<file path="config.mk">
export PLATFORM = sky130hd
export DESIGN_NAME = vect_stream_store
export DESIGN_NICKNAME = d
export VERILOG_FILES = /design/src/rtl/vect_store_pkg.sv /design/src/rtl/vect_store_lane_shifter.sv /design/src/rtl/vect_stream_store.sv
export SDC_FILE = /design/constraint.sdc
export NUM_CORES = 1
export LEC_CHECK = 0
export CAP_MARGIN = 20
export CELL_PAD_IN_SITES_DETAIL_PLACEMENT = 2
export CELL_PAD_IN_SITES_GLOBAL_PLACEMENT = 2
export CORE_MARGIN = 1.5
export CORE_UTILIZATION = 28
export DETAILED_ROUTE_END_ITERATION = 10
export GPL_ROUTABILITY_DRIVEN = 1
export GPL_TIMING_DRIVEN = 0
export PLACE_DENSITY = 0.8
export SETUP_SLACK_MARGIN = 0.5
export SKIP_CTS_REPAIR_TIMING = 1
export SLEW_MARGIN = 10
export SYNTH_ARGS = -nofsm -noshare
export SYNTH_HDL_FRONTEND = slang
export SYNTH_SLANG_ARGS = --single-unit
</file>
<file path="constraint.sdc">
create_clock -name clk -period 2.8 [get_ports clk]
set_clock_uncertainty 0.05 [all_clocks]
set_input_delay 0.56 -clock clk [delete_from_list [all_inputs] [get_ports clk]]
set_output_delay 0.56 -clock clk [all_outputs]
set_load 0.005 [all_outputs]
</file>
<file path="src/rtl/vect_store_pkg.sv">
// Shared types and default sizing for the vector stream store block.
// Latency: n/a (package only).
// Backpressure: n/a (package only).
package vect_store_pkg;

  localparam int DEF_STREAMW = 32;
  localparam int DEF_NLANES  = 2;
  localparam int DEF_ADDRW   = 16;

  typedef enum logic [1:0] {
    ST_IDLE = 2'd0,
    ST_RUN  = 2'd1,
    ST_DONE = 2'd2
  } state_t;

  // Lane index width; a single-lane build still needs a 1-bit index.
  function automatic int lane_idx_w(input int n);
    return (n > 1) ? $clog2(n) : 1;
  endfunction

endpackage

</file>
<file path="src/rtl/vect_store_lane_shifter.sv">
// One-vector holding register that serialises a vector beat into lane words.
// Latency: a loaded vector presents its lane 0 word on the next cycle.
// Backpressure: lanes advance only on advance; a load overrides and restarts at lane 0.
module vect_store_lane_shifter
  import vect_store_pkg::*;
#(
  parameter int STREAMW = DEF_STREAMW,
  parameter int NLANES  = DEF_NLANES
) (
  input  logic                      clk,
  input  logic                      rst,
  input  logic                      load,
  input  logic [NLANES*STREAMW-1:0] load_data,
  input  logic                      advance,
  output logic                      valid,
  output logic [STREAMW-1:0]        word,
  output logic                      last_lane
);

  localparam int LIW = lane_idx_w(NLANES);
  localparam int VW  = NLANES * STREAMW;

  logic [VW-1:0]  hold;
  logic [LIW-1:0] lane;
  logic           full;

  // The current word always sits in the low lane; non-final lanes shift down.
  // A load only coincides with advance when the final lane leaves, so it wins.
  always_ff @(posedge clk or negedge rst) begin
    if (!rst) begin
      hold <= '0;
      lane <= '0;
      full <= 1'b0;
    end else if (load) begin
      hold <= load_data;
      lane <= '0;
      full <= 1'b1;
    end else if (advance) begin
      if (last_lane) begin
        full <= 1'b0;
        lane <= '0;
      end else begin
        hold <= hold >> STREAMW;
        lane <= lane + LIW'(1);
      end
    end
  end

  assign valid     = full;
  assign word      = hold[STREAMW-1:0];
  assign last_lane = (lane == LIW'(NLANES - 1));

endmodule

</file>
<file path="src/rtl/vect_stream_store.sv">
// Stores len vector beats from a kernel stream as consecutive scalar word writes.
// Latency: vector accepted in cycle t shows lane 0 in t+1; done the cycle after the last write.
// Backpressure: wr_ready stalls the lane shifter; iready drops while the holding register is busy.
module vect_stream_store
  import vect_store_pkg::*;
#(
  parameter int STREAMW = DEF_STREAMW,
  parameter int NLANES  = DEF_NLANES,
  parameter int ADDRW   = DEF_ADDRW
) (
  input  logic                      clk,
  input  logic                      rst,
  input  logic                      start,
  input  logic [ADDRW-1:0]          base_addr,
  input  logic [ADDRW-1:0]          len,
  input  logic                      ivalid,
  output logic                      iready,
  input  logic [NLANES*STREAMW-1:0] idata,
  output logic                      wr_valid,
  input  logic                      wr_ready,
  output logic [ADDRW-1:0]          wr_addr,
  output logic [STREAMW-1:0]        wr_data,
  output logic                      busy,
  output logic                      done
);

  // Wide enough for len*NLANES at the largest len without overflow.
  localparam int WCW = ADDRW + $clog2(NLANES);

  state_t             state;
  logic [ADDRW-1:0]   len_q;
  logic [ADDRW-1:0]   vec_cnt;
  logic [WCW-1:0]     word_cnt;
  logic [WCW-1:0]     total_words;
  logic               last_word;
  logic               hold_vld;
  logic               last_lane;
  logic               load;
  logic               wr_fire;
  logic [STREAMW-1:0] word;

  assign wr_fire     = wr_valid && wr_ready;
  assign total_words = WCW'(len_q) * WCW'(NLANES);
  assign last_word   = (word_cnt == total_words - WCW'(1));

  // A new vector may enter only while the job still needs vectors and the
  // holding register is free or emptying this cycle (keeps back-to-back rate).
  assign iready = (state == ST_RUN) && (vec_cnt < len_q) &&
                  (!hold_vld || (wr_fire && last_lane));
  assign load   = ivalid && iready;

  assign wr_valid = hold_vld;
  assign wr_data  = word;

  vect_store_lane_shifter #(
    .STREAMW (STREAMW),
    .NLANES  (NLANES)
  ) u_shifter (
    .clk       (clk),
    .rst       (rst),
    .load      (load),
    .load_data (idata),
    .advance   (wr_fire),
    .valid     (hold_vld),
    .word      (word),
    .last_lane (last_lane)
  );

  // Job control: start capture, vector/word counting, address walk, busy/done.
  always_ff @(posedge clk or negedge rst) begin
    if (!rst) begin
      state    <= ST_IDLE;
      busy     <= 1'b0;
      done     <= 1'b0;
      wr_addr  <= '0;
      len_q    <= '0;
      vec_cnt  <= '0;
      word_cnt <= '0;
    end else begin
      case (state)
        ST_IDLE: begin
          done <= 1'b0;
          if (start) begin
            if (len == '0) begin
              state <= ST_DONE;
              done  <= 1'b1;
            end else begin
              state    <= ST_RUN;
              busy     <= 1'b1;
              len_q    <= len;
              vec_cnt  <= '0;
              word_cnt <= '0;
              wr_addr  <= base_addr;
            end
          end
        end
        ST_RUN: begin
          if (load) begin
            vec_cnt <= vec_cnt + ADDRW'(1);
          end
          if (wr_fire) begin
            wr_addr  <= wr_addr + ADDRW'(1);
            word_cnt <= word_cnt + WCW'(1);
            if (last_word) begin
              state <= ST_DONE;
              busy  <= 1'b0;
              done  <= 1'b1;
            end
          end
        end
        ST_DONE: begin
          state <= ST_IDLE;
          done  <= 1'b0;
        end
        default: begin
          state <= ST_IDLE;
          busy  <= 1'b0;
          done  <= 1'b0;
        end
      endcase
    end
  end

endmodule

</file>
# Word-level counts from Yosys, hierarchy flattened

Cells that the tools add are included.

Register bits after elaboration: 135
Input port bits: 101
Output and inout bits: 52
Logic and storage cells: 83

$add $sub $neg: 5
Order comparisons: 1
Equality and inequality tests: 9
Muxes and demuxes: 36
Bitwise operators: 2
Reduce and logical (&&, ||, !) cells: 20

Operators by type and width:

| kind                                                | number |
|---|---|
| two-way mux 64 bit                                  | 3 |
| two-way mux 16 bit                                  | 6 |
| one-hot mux 16 bit (2 select lines)                 | 2 |
| two-way mux 17 bit                                  | 3 |
| one-hot mux 17 bit (2 select lines)                 | 1 |
| adder 16 x 1 -> 16 bit, second input constant       | 2 |
| adder 17 x 1 -> 17 bit, second input constant       | 1 |
| equality test 17 bit                                | 1 |
| subtractor 17 x 1 -> 17 bit, second input constant  | 1 |
| zero test 16 bit                                    | 1 |
| less-than comparator 16 bit                         | 1 |
| two-way mux 1 bit                                   | 14 |
| inequality test 2 bit, second input constant        | 6 |
| two-way mux 2 bit                                   | 4 |
| AND reduction 4 bit                                 | 2 |
| AND reduction 2 bit                                 | 3 |
| AND reduction 3 bit                                 | 2 |
| nonzero test 2 bit                                  | 3 |
| logical AND 1 bit                                   | 5 |
| AND reduction 5 bit                                 | 1 |
| one-hot mux 2 bit (2 select lines)                  | 1 |
| one-hot mux 1 bit (3 select lines)                  | 1 |
| equality test 2 x 1 -> 1 bit, second input constant | 1 |
| equality test 2 bit, second input constant          | 1 |
| other kinds (6)                                     | 7 |

# Logic depth before layout (Yosys ltp)

Word-level depth: 7
Depth in mapped cells: 13
Depth with buffers taken out: 9

# Modules after synthesis

Synthesis repeated with hierarchy kept, for this count alone.

Cell total of the unflattened synthesis: 821
Area, all modules: 7871.3 µm²

By module, submodules not included:

| module                  | instances | cells an instance | area each (µm²) | seq. area each (µm²) |
|---|---|---|---|---|
| vect_stream_store       | 1         | 494               | 4324.1          | 1726.7 |
| vect_store_lane_shifter | 1         | 327               | 3547.2          | 1651.6 |

# Least setup slack after synthesis

No wires, ideal clock.

Path kind: reg-to-reg
From: reg len_q[13]
To: reg u_shifter.hold[10]
Library setup time: 118 ps
Data arrival time: 2471 ps
Data required time: 2632 ps
Slack: 161 ps
Stages on the path, launching flop included: 12
Path buffers: 2
Clock period less this slack: 2639 ps
Path through: dfrtp_1 inv_1 ha_1 a21o_1 a21o_1 a2111oi_1 o211a_1 o21a_1 buf_2 nor2_1 clkbuf_1 a21o_1

Longest elaborated chain between the ends: 6
Elaborated cells between the ends (all ways): 8
Classes of those cells: 1 x order compare; 1 x eq/ne; 1 x mux; 5 x reduce/logical

Ends and longest elaborated chain:

| element                                                               | line                          | RTL |
|---|---|---|
| start: declaration                                                    | vect_stream_store.sv:31       | `logic [ADDRW-1:0] len_q;` |
| start signal: assignment                                              | vect_stream_store.sv:90       | `len_q <= len;` |
| less-than comparator 16 bit *                                         | vect_stream_store.sv:48       | `assign iready = (state == ST_RUN) && (vec_cnt < len_q) &&` |
| logical AND 1 bit * (2 in series)                                     | vect_stream_store.sv:48       |  |
| logical AND 1 bit *                                                   | vect_stream_store.sv:50       | `assign load = ivalid && iready;` |
| inequality test 2 bit (no line) or nonzero test 2 bit (tied branches) | --                            |  |
| AND reduction 2 bit (no line)                                         | --                            |  |
| end signal: assignment                                                | vect_store_lane_shifter.sv:35 | `hold <= load_data;` |
| end signal: assignment                                                | vect_store_lane_shifter.sv:43 | `hold <= hold >> STREAMW;` |
| end: declaration                                                      | vect_store_lane_shifter.sv:23 | `logic [VW-1:0] hold;` |

Mark *: on every way between the ends. The rest lies on a longest branch, timed or not.
A chain may end at the register's enable or synchronous reset.

# Worst setup path after layout

From: reg len_q[13]
To: out iready

Longest elaborated chain between the ends: 3

Ends and longest elaborated chain:

| element                         | line                    | RTL |
|---|---|---|
| less-than comparator 16 bit     | vect_stream_store.sv:48 |  |
| logical AND 1 bit (2 in series) | vect_stream_store.sv:48 |  |
| end: declaration                | vect_stream_store.sv:17 | `output logic iready,` |

Every way passes these cells.

==> impl_results.rst <==
.. list-table::
   :header-rows: 1

   * - Metric
     - Value
   * - Worst Hold Class
     - input pin to flip-flop
   * - Outcome
     - complete, but fails checks
   * - Latest clock arrival within the worst-skew pair
     - 0.42 ns
   * - Tmin final
     - 2.98 ns
   * - Number of core rows
     - 59
   * - Number of pins with negative max-slew slack in the final report
     - 0
   * - Placer Congestion
     - 0.798
   * - Placeable core area
     - 25900 sq um
   * - Min-Delay Startpoint
     - len[14]
   * - Non-filler instance count after layout
     - 1364
   * - Routed metal-1 wirelength
     - 13000 um
   * - R2R Path End
     - u_shifter.hold[21]
   * - Internal power
     - 6740 uW
   * - Via count
     - 7169
   * - Sequential element share of the synthesized area
     - 0.459
   * - Met2 WL post-DR
     - 16100 um
   * - Clock buffer count from CTS
     - 17
   * - Clock slew at reported path FFs
     - 0.06 ns
   * - CTS Buffer Depth
     - 2
   * - Min setup slack post-route
     - -0.176 ns
   * - Fraction of power consumed by the clock network
     - 0.209
   * - WL met3
     - 799 um
   * - Fill cell instance count of the final layout
     - 2701
   * - Post-Route WL
     - 30500 um
   * - Startpoint-to-endpoint class of the critical path
     - flip-flop to output port
   * - Relative slew margins
     - 0.549
   * - Largest fanout on the critical path
     - 5
   * - Quantity of I/O buffers inserted on ports
     - 152
   * - Num Clock Sinks
     - 135
   * - Synth unique cells
     - 58
   * - Initial Utilization
     - 0.284
   * - Worst flop-to-flop path startpoint
     - len_q[13]
   * - Hold Crit Depth
     - 3
   * - HPWL after detailed placement
     - 19100 um
   * - Antenna violations before repair
     - 0
   * - Grt ovf
     - 0
   * - #FFs+latches synth
     - 135
   * - Worst supply voltage drop on vdd
     - 0.376 mV
   * - Post-synth EDFFs
     - 0
   * - Maximum clock rate
     - 336 MHz
   * - Final antenna-violating net count
     - 0
   * - Final setup viols
     - 47
   * - Worst Setup SP
     - len_q[13]
   * - Reg-to-reg slack, setup
     - -0.06 ns
   * - Share of cells above drive strength 1
     - 0.250
   * - Max-cap violations
     - 0
   * - Number of remaining DRC errors
     - 0
   * - Violation count after the first detailed-route iteration
     - 218
   * - Part of the power in combinational logic
     - 0.502
   * - Ant diodes
     - 0
   * - Post-synthesis async set-or-reset flop share
     - 1.00
   * - Uppermost layer routed
     - met4
   * - Average routed wire per standard cell
     - 22.4 um
   * - Number of cells on the worst reg-to-reg path
     - 12
   * - X dimension of the die
     - 165 um
   * - Leakage
     - 0.00531 uW
   * - Worst path required time
     - 2.19 ns
   * - Wire length of the first global-routing pass
     - 41300 um
   * - Router iterations before antenna repair
     - 4
   * - Global routing usage summed across all routing layers
     - 0.198
   * - Switching part of the total power
     - 0.404
   * - Worst Path Arrival
     - 2.37 ns
   * - Cells after Synth
     - 802
   * - Average size of a mapped cell
     - 9.17 sq um
   * - Setup tns final
     - -1.86 ns
   * - Maximum number of pins on one net before global-route repair
     - 91
   * - Failing checks
     - setup timing
   * - Flop pwr share
     - 0.289
   * - Transition time of the tightest slew-check pin
     - 0.677 ns
   * - Hold worst-path end
     - len_q[14]
   * - Nets
     - 1136
   * - Area overhead of the layout relative to synthesis
     - 53.1%
   * - Root Buffer Master
     - sky130_fd_sc_hd__clkbuf_16
   * - Unrepaired setup endpoints after global routing
     - true
   * - CP Launch Type
     - flip-flop
   * - Predominant post-synthesis flop cell
     - sky130_fd_sc_hd__dfrtp_1
   * - Number of placed cells counting well taps
     - 1290
   * - Final count of hold timing violations
     - 0
   * - Post-synth net total
     - 922
   * - Vert. Die Dim
     - 165 um
   * - Via/cell ratio
     - 5.26
   * - Top-Level Pins
     - 153
   * - Die area
     - 27200 sq um
   * - Total number of yosys warnings
     - 0
   * - Tcrit/Tclk final
     - 1.06
   * - Vias in the first global route
     - 7460
   * - Psw
     - 4580 uW
   * - Clock tree from TritonCTS
     - done
   * - Power density of the placed cells
     - 1010 nW/um^2
   * - H-tree depth
     - 4
   * - Nature of the critical path endpoint
     - output port
   * - Netlist area before placement
     - 7350 sq um
worst max path at each step:
stage	endpoint	slack, ns
6_report	iready	-0.18
5_1_grt	iready	-0.23
2_1_floorplan	vec_cnt[14]	0.43
4_1_cts	iready	-0.62
3_5_place_dp	word_cnt[14]	-0.54
3_3_place_gp	u_shifter.hold[10]	-4.88
cell usage in the layout (no fill, tap or decap), types with 18 or more instances in the layout:
| cell | netlist | layout |
|---|---|---|
| sky130_fd_sc_hd__nand4_1 | 18 | 18 |
| sky130_fd_sc_hd__a22o_1 | 32 | 32 |
| sky130_fd_sc_hd__nand2_2 | 0 | 33 |
| sky130_fd_sc_hd__o21ai_0 | 34 | 30 |
| sky130_fd_sc_hd__dfrtp_1 | 135 | 127 |
| sky130_fd_sc_hd__nand2_1 | 123 | 69 |
| sky130_fd_sc_hd__clkbuf_16 | 0 | 26 |
| sky130_fd_sc_hd__buf_6 | 2 | 18 |
| sky130_fd_sc_hd__nor2_1 | 44 | 42 |
| sky130_fd_sc_hd__a21oi_1 | 44 | 35 |
| sky130_fd_sc_hd__nand2_4 | 0 | 21 |
| sky130_fd_sc_hd__inv_1 | 22 | 19 |
| sky130_fd_sc_hd__buf_4 | 33 | 56 |
| sky130_fd_sc_hd__clkdlybuf4s50_1 | 0 | 142 |
| sky130_fd_sc_hd__a21o_1 | 39 | 39 |
| sky130_fd_sc_hd__nand3_1 | 59 | 58 |
metal layers:
layer,vias up,global-route usage
met2,146,0.341
met1,3722,0.252
met5,-,0
met4,0,0.0586
met3,36,0.0331
li1,3265,-
critical path, cell delays in order (launching register included):
cell and delay, ns:
sky130_fd_sc_hd__dfrtp_1 0.42, sky130_fd_sc_hd__inv_2 0.16, sky130_fd_sc_hd__ha_4 0.22, sky130_fd_sc_hd__a21o_1 0.15
sky130_fd_sc_hd__a21o_1 0.18, sky130_fd_sc_hd__a2111oi_4 0.43, sky130_fd_sc_hd__o221a_2 0.28, sky130_fd_sc_hd__clkbuf_2 0.11
state kept, by name (all words and copies together), names as in the netlist:
signal,flops
vec_cnt,16
state,2
busy,1
wr_addr,16
u_shifter.last_lane,1
len_q,16
u_shifter.hold,64
u_shifter.valid,1
word_cnt,17
done,1
power groups by stage:
stage,clock [uW],sequential (uW),combinational [uW]
6_report,2370,3270,5680
3_5_place_dp,0,3240,4540
4_1_cts,2390,3220,4590
2_1_floorplan,0,3060,2750
5_1_grt,2470,3350,6140
3_3_place_gp,0,3210,4360
metrics by stage:
stage / power (uW) / area [sq um] / utilization / hold slack [ns] / worst slack (ns)
3_5_place_dp: 7780 / 9460 / 0.365 / 0.421 / -0.540
4_1_cts: 10200 / 10100 / 0.389 / -0.0155 / -0.616
6_report: 11300 / 11300 / 0.434 / 0.411 / -0.176
2_1_floorplan: 5800 / 7490 / - / 0.214 / 0.429
5_1_grt: 12000 / 11300 / 0.434 / 0.443 / -0.230
3_3_place_gp: 7570 / 9430 / 0.364 / 0.413 / -4.88
cells in the mapped netlist, types with 16 or more instances:
master,count,area (sq um)
sky130_fd_sc_hd__clkbuf_1,30,113
sky130_fd_sc_hd__nor2_1,44,165
sky130_fd_sc_hd__xnor2_1,17,149
sky130_fd_sc_hd__inv_1,22,82.6
sky130_fd_sc_hd__xor2_1,16,140
sky130_fd_sc_hd__a22o_1,32,280
sky130_fd_sc_hd__o21ai_0,34,170
sky130_fd_sc_hd__nand3_1,59,295
sky130_fd_sc_hd__nand2_1,123,462
sky130_fd_sc_hd__nand4_1,18,113
sky130_fd_sc_hd__buf_4,33,248
sky130_fd_sc_hd__a21o_1,39,293
sky130_fd_sc_hd__a21oi_1,44,220
sky130_fd_sc_hd__ha_1,19,238
sky130_fd_sc_hd__dfrtp_1,135,3380
area by class of cell:
class / count / area, sq um / share of cell area
clock buffer: 18 / 439 / 0.0390
sequential: 135 / 3390 / 0.301
tap: 335 / 419 / 0.0372
inverter: 22 / 82.6 / 0.00733
clock inverter: 14 / 164 / 0.0146
multi-input combinational: 569 / 4070 / 0.361
timing repair buffer: 194 / 2080 / 0.185
buffer: 77 / 618 / 0.0549
cells by family (layout without fill, tap and decap cells):
logic type | Yosys count | in the layout | share of synthesized area
XOR/XNOR | 33 | 33 | 0.0393
buffers and inverters | 99 | 325 | 0.0708
AO/OA/AOI/OAI | 199 | 200 | 0.182
AND/OR/NAND/NOR | 311 | 311 | 0.207
flip-flops | 135 | 135 | 0.459
multiplexers | 6 | 6 | 0.00817
adder cells (fa/ha/maj) | 19 | 19 | 0.0323
Power figures use the tool's default switching activity.
